===== src/rtl/vga_pkg.sv =====
// Shared timing constants and coordinate helpers for the 640x480 @ 60 Hz raster.
package vga_pkg;
  localparam int COORD_W = 11;

  localparam int DEF_H_ACTIVE    = 640;
  localparam int DEF_H_FP        = 16;
  localparam int DEF_H_SYNC      = 96;
  localparam int DEF_H_BP        = 48;
  localparam int DEF_V_ACTIVE    = 480;
  localparam int DEF_V_FP        = 10;
  localparam int DEF_V_SYNC      = 2;
  localparam int DEF_V_BP        = 33;
  localparam int DEF_MUX_LATENCY = 1;

  localparam int H_TOTAL  = DEF_H_ACTIVE + DEF_H_FP + DEF_H_SYNC + DEF_H_BP;
  localparam int V_TOTAL  = DEF_V_ACTIVE + DEF_V_FP + DEF_V_SYNC + DEF_V_BP;
  localparam int HS_START = DEF_H_ACTIVE + DEF_H_FP;
  localparam int HS_END   = HS_START + DEF_H_SYNC;
  localparam int VS_START = DEF_V_ACTIVE + DEF_V_FP;
  localparam int VS_END   = VS_START + DEF_V_SYNC;

  // {hSyncN, vSyncN, blankN} when nothing is being displayed
  localparam logic [2:0] SYNC_IDLE = 3'b110;

  function automatic logic in_window(input logic [COORD_W-1:0] v, input int lo, input int hi);
    return (int'(v) >= lo) && (int'(v) < hi);
  endfunction
endpackage


===== src/rtl/sync_delay_line.sv =====
// WIDTH x DEPTH shift register; reset loads RST_VAL into every stage.
module sync_delay_line #(
  parameter int               WIDTH   = 3,
  parameter int               DEPTH   = 2,
  parameter logic [WIDTH-1:0] RST_VAL = '0
) (
  input  logic             clk,
  input  logic             resetN,
  input  logic [WIDTH-1:0] din,
  output logic [WIDTH-1:0] dout
);
  logic [WIDTH-1:0] stage_q [DEPTH];
  logic [WIDTH-1:0] stage_d [DEPTH];

  always_comb begin
    stage_d[0] = din;
    for (int i = 1; i < DEPTH; i++) stage_d[i] = stage_q[i-1];
  end

  always_ff @(posedge clk) begin
    if (!resetN) begin
      for (int i = 0; i < DEPTH; i++) stage_q[i] <= RST_VAL;
    end else begin
      stage_q <= stage_d;
    end
  end

  assign dout = stage_q[DEPTH-1];
endmodule


===== src/rtl/vga_timing_gen.sv =====
// Free-running VGA raster counters, coordinate stage and DAC output stage with
// sync/blank delayed to line up with the object mux's registered colour.
module vga_timing_gen
  import vga_pkg::*;
#(
  parameter int H_ACTIVE    = DEF_H_ACTIVE,
  parameter int H_FP        = DEF_H_FP,
  parameter int H_SYNC      = DEF_H_SYNC,
  parameter int H_BP        = DEF_H_BP,
  parameter int V_ACTIVE    = DEF_V_ACTIVE,
  parameter int V_FP        = DEF_V_FP,
  parameter int V_SYNC      = DEF_V_SYNC,
  parameter int V_BP        = DEF_V_BP,
  parameter int MUX_LATENCY = DEF_MUX_LATENCY
) (
  input  logic         clk,
  input  logic         resetN,
  input  logic [7:0]   redIn,
  input  logic [7:0]   greenIn,
  input  logic [7:0]   blueIn,
  output logic [10:0]  pixelX,
  output logic [10:0]  pixelY,
  output logic         pixelValid,
  output logic         startOfFrame,
  output logic [7:0]   frameCount,
  output logic [7:0]   vgaR,
  output logic [7:0]   vgaG,
  output logic [7:0]   vgaB,
  output logic         hSyncN,
  output logic         vSyncN,
  output logic         blankN
);
  localparam int H_LEN = H_ACTIVE + H_FP + H_SYNC + H_BP;
  localparam int V_LEN = V_ACTIVE + V_FP + V_SYNC + V_BP;
  localparam int D     = MUX_LATENCY + 1;

  localparam logic [COORD_W-1:0] H_LAST = COORD_W'(H_LEN - 1);
  localparam logic [COORD_W-1:0] V_LAST = COORD_W'(V_LEN - 1);
  localparam logic [COORD_W-1:0] H_VIS  = COORD_W'(H_ACTIVE);
  localparam logic [COORD_W-1:0] V_VIS  = COORD_W'(V_ACTIVE);

  logic [COORD_W-1:0] h_cnt_q, h_cnt_d, v_cnt_q, v_cnt_d;
  logic [7:0]         frame_cnt_q, frame_cnt_d;
  logic [COORD_W-1:0] pixel_x_q, pixel_x_d, pixel_y_q, pixel_y_d;
  logic               pixel_valid_q, pixel_valid_d;
  logic               sof_q, sof_d;
  logic [23:0]        rgb_q, rgb_d;
  logic [2:0]         sync_raw, sync_dly;

  always_comb begin
    h_cnt_d     = (h_cnt_q == H_LAST) ? '0 : h_cnt_q + 1'b1;
    v_cnt_d     = v_cnt_q;
    frame_cnt_d = frame_cnt_q;
    if (h_cnt_q == H_LAST) begin
      v_cnt_d = (v_cnt_q == V_LAST) ? '0 : v_cnt_q + 1'b1;
      if (v_cnt_q == V_LAST) frame_cnt_d = frame_cnt_q + 8'd1;
    end
  end

  // Coordinate stage: one register behind the counters so pixel 0,0 is the
  // first thing seen after reset release.
  always_comb begin
    pixel_x_d     = h_cnt_q;
    pixel_y_d     = v_cnt_q;
    pixel_valid_d = (h_cnt_q < H_VIS) && (v_cnt_q < V_VIS);
    sof_d         = (h_cnt_q == '0) && (v_cnt_q == '0);
    rgb_d         = {redIn, greenIn, blueIn};
  end

  always_ff @(posedge clk) begin
    if (!resetN) begin
      h_cnt_q       <= '0;
      v_cnt_q       <= '0;
      frame_cnt_q   <= '0;
      pixel_x_q     <= '0;
      pixel_y_q     <= '0;
      pixel_valid_q <= 1'b0;
      sof_q         <= 1'b0;
      rgb_q         <= '0;
    end else begin
      h_cnt_q       <= h_cnt_d;
      v_cnt_q       <= v_cnt_d;
      frame_cnt_q   <= frame_cnt_d;
      pixel_x_q     <= pixel_x_d;
      pixel_y_q     <= pixel_y_d;
      pixel_valid_q <= pixel_valid_d;
      sof_q         <= sof_d;
      rgb_q         <= rgb_d;
    end
  end

  assign sync_raw = {~in_window(pixel_x_q, H_ACTIVE + H_FP, H_ACTIVE + H_FP + H_SYNC),
                     ~in_window(pixel_y_q, V_ACTIVE + V_FP, V_ACTIVE + V_FP + V_SYNC),
                     pixel_valid_q};

  sync_delay_line #(
    .WIDTH   (3),
    .DEPTH   (D),
    .RST_VAL (SYNC_IDLE)
  ) u_sync_delay (
    .clk    (clk),
    .resetN (resetN),
    .din    (sync_raw),
    .dout   (sync_dly)
  );

  assign hSyncN       = sync_dly[2];
  assign vSyncN       = sync_dly[1];
  assign blankN       = sync_dly[0];
  assign {vgaR, vgaG, vgaB} = sync_dly[0] ? rgb_q : 24'd0;

  assign pixelX       = pixel_x_q;
  assign pixelY       = pixel_y_q;
  assign pixelValid   = pixel_valid_q;
  assign startOfFrame = sof_q;
  assign frameCount   = frame_cnt_q;
endmodule


===== config.mk =====
export PLATFORM = sky130hd
export DESIGN_NAME = vga_timing_gen
export DESIGN_NICKNAME = d
export VERILOG_FILES = /design/src/rtl/vga_pkg.sv /design/src/rtl/sync_delay_line.sv /design/src/rtl/vga_timing_gen.sv
export SDC_FILE = /design/constraint.sdc
export NUM_CORES = 1
export LEC_CHECK = 0
export CORE_UTILIZATION = 43
export DETAILED_ROUTE_END_ITERATION = 16
export PLACE_DENSITY = 0.85
export SLEW_MARGIN = 10
export SYNTH_ARGS = -nofsm -noshare
export SYNTH_HDL_FRONTEND = slang
export SYNTH_SLANG_ARGS = --single-unit

===== constraint.sdc =====
create_clock -name clk -period 1.85 [get_ports clk]
set_input_delay 0.185 -clock clk [delete_from_list [all_inputs] [get_ports clk]]
set_output_delay 0.185 -clock clk [all_outputs]
set_load 0.02 [all_outputs]

==> flow_summary.yaml <==
worst_setup_path:
  path_cells: "nor4_1 > nand4_1 > buf_6 > or4_1 > a21oi_1"
  critPathMaxFanout: 7
  critPathMaxStageDelay_ns: 0.48
  critPathTopFamily: "simple AND/OR/NAND/NOR gates"
  critPathLaunchType: "register"
  path_buf_inv: 1
  critical_path_required_ns: 2.14
  crit_type: "reg2reg"
  cpMaxStageDelayCell: "nor4_1"
  worst_setup_path_end_kind: "register"
  cp.arrival_ns: 2.16
clock_network:
  cts_htree_levels: 3
  ctsLongestPathBuffers: 2
  cts_tree: "yes"
  cts.clk_slew.worst_paths_ns: 0.09
  clk_latency_ns: 0.36
  cts_made_buffers: 9
  cts_root_buf: "clkbuf_8"
  clock_sinks: 84
global_routing:
  grtUsageMet3_pct: 5.184
  grt_antenna_before_repair: 0
  gr-total-overflow: 0
  grt_pass1_wl_um: 11810
  gr-usage-met2_pct: 33.47
  grt_use_total_pct: 20.14
  met1_usage_pct: 23.77
  first_global_vias: 2594
  grt_max_degree: 28
  grt_busiest_layer: "met2"
sta:
  slew_violations: 0
  tightest_slew_ns: 0.4920
  skew_ns: 0.006261
  setup_violations: 1
  slew_headroom_pct: 66.90
  fin_crit_ns: 1.863
  fin_crit_sh_pct: 100.7
  layout_setup_ws_ns: -0.01268
  hold_violations: 0
  fmax_mhz: 536.9
synth:
  avgSynthCellArea_sq_um: 9.966
  ys_seq_area_share_pct: 53.23
  synth_seq_cells: 84
  syn_inst: 317
  ys_top_cells_by_count: "dfxtp_1, and2_1, nor2_1, or4_1"
  synth_edf_count: 0
  synth_most_common_cell: "dfxtp_1"
  synth_top_area_share_pct: 53.23
  synth_ff_type: "dfxtp_1"
  synth_area_leaders: "dfxtp_1, and2_1, or4_1"
  synth.distinct_cells: 41
  ys_warn_count: 0
  yosys.area.top_type: "dfxtp_1"
  netlist_area_sq_um: 3159
  synth_nets: 348
  async_reset_ff_share_pct: 0
route:
  vias_per_cell: 5.149
  drt_iter0_drc: 155
  wl_per_cell_um: 15.05
  drt.antenna.violating_nets: 0
  firstDrtPassIters: 4
  wirelength_um: 8084
  drc: 0
  vias: 2765
pwr:
  ir_drop_v: 0.0003241
  power.density_nw_per_um2: 711.0
  p_leak_nw: 2.223
floorplanning:
  num_io_pins: 85
  initial_core_util_pct: 45.50
  fp-row-count: 30
  die_area_sq_um: 7694
  die_w_um: 87.72
  die_height_um: 87.72
  core-area_sq_um: 6944
layout:
  n_antenna_cell: 0
  fin_util_pct: 67.01
  nets: 467
  syn_to_final_growth_pct: 47.29
  drive_above_1_share_pct: 17.91
  fillers: 478
place:
  pre_cts_ws_ns: -0.05161
  io_buffer_count: 84
  place_hpwl_um: 5363
  gp_congestion: 0.8452
hold_path:
  hold_class: "in2reg"
flow_run:
  cap_violations: 0
status:
  status: "finished with violations"
  violations: "negative setup slack"
metal layers:
layer  wire length (um)  share of wire (%)
met2               3934                 49
met3                583                7.2
met5                  0                  0
met4                140                1.7
met1               3425                 42
logic make-up (layout without fill, tap and decap cells):
logic type      Yosys count  after routing  synth area share (%)
mux                       2              2                0.6337
simple gates            164            164                 32.04
fa+ha+maj                 5              5                 1.980
compound gates           27             27                 5.465
buf+inv                  21            145                 2.772
flops                    84             84                 53.23
xor+xnor                 14             14                 3.881
area by class of cell:
type                    count  area (sq um)  area share, %
clock buffers               9         123.9          2.662
inverters                   9         33.78         0.7260
multi-input cells         212          1446          31.08
repair buffers            120          1175          25.25
flip-flops and latches     84          1697          36.46
well taps                  96         120.1          2.581
clock inverters             7         57.56          1.237
final timing paths:
path	start	to	cells after the start	slack (ns)
max	pixel_y_d[6]	frameCount[4]	5	-0.01
min	greenIn[1]	rgb_q[9]	2	0.40
max reg2reg	pixel_y_d[6]	frameCount[4]	5	-0.01
min reg2reg	u_sync_delay.stage_d[2]	u_sync_delay.dout[2]	1	0.43
where the power goes:
part           internal [W]  total, W  switching, W  leakage (nW)
logic              0.000115  0.000205     0.0000899          1.44
clock network      0.000509   0.00124      0.000729        0.0886
registers           0.00185   0.00187     0.0000162         0.690
total               0.00247   0.00331      0.000835          2.22
repair_timing:
| action | CTS | global route |
|---|---|---|
| setup endpoints to repair | 7 | 33 |
| hold buffers | 0 | 0 |
| hold endpoints to repair | 0 | 0 |
| cloned | 0 | 0 |
| buffers inserted | 1 | 2 |
| pin swaps | 1 | 7 |
| resized for setup | 3 | 40 |
sequential cells by signal, summed over array words and instances, names as in the netlist:
register,count
frameCount,8
u_sync_delay.dout,3
pixel_y_d,11
pixelValid,1
pixelX,11
pixelY,11
h_cnt_q,11
startOfFrame,1
u_sync_delay.stage_d,3
rgb_q,24
layout by cell type (no fill, tap or decap), types with 2 or more instances in the layout:
cell             netlist  final
nand3_1                8      8
xnor2_1                4      4
nor2_1                23     23
and2_1                68     68
clkinvlp_4             0      2
or4_1                 12     11
clkdlybuf4s50_1        0     60
clkbuf_8               0      9
nand2b_1               3      3
or4_4                  2      3
and4_1                 3      3
o21ai_1                2      2
dlymetal6s2s_1         0     24
and3_1                 4      4
nand4b_1               3      3
nand4_1               10     10
a21oi_2                1      4
nor3_1                 2      2
dfxtp_1               84     74
mux2i_1                2      2
nor4_1                 4      3
xor2_1                10     10
or3_1                  3      2
inv_6                  0      3
buf_4                  0     35
inv_1                  8      8
a21oi_1               11      8
ha_1                   5      3
nand2_1                9      9
o31ai_1               11     11
dfxtp_2                0      9
metrics by stage:
stage	hold slack, ns	cell area (sq um)	instances	power [W]	TNS, ns
2_1_floorplan	0.3123	3174	317	0.001990	0
3_3_place_gp	0.3955	4329	518	0.002101	0
3_5_place_dp	0.3980	4329	518	0.002107	-0.1271
4_1_cts	0.3919	4532	535	0.003309	0
5_1_grt	0.3880	4653	537	0.003406	-0.1380
6_report	0.3961	4653	537	0.003308	-0.01268
Note: power is estimated with default switching activity, not from simulation.
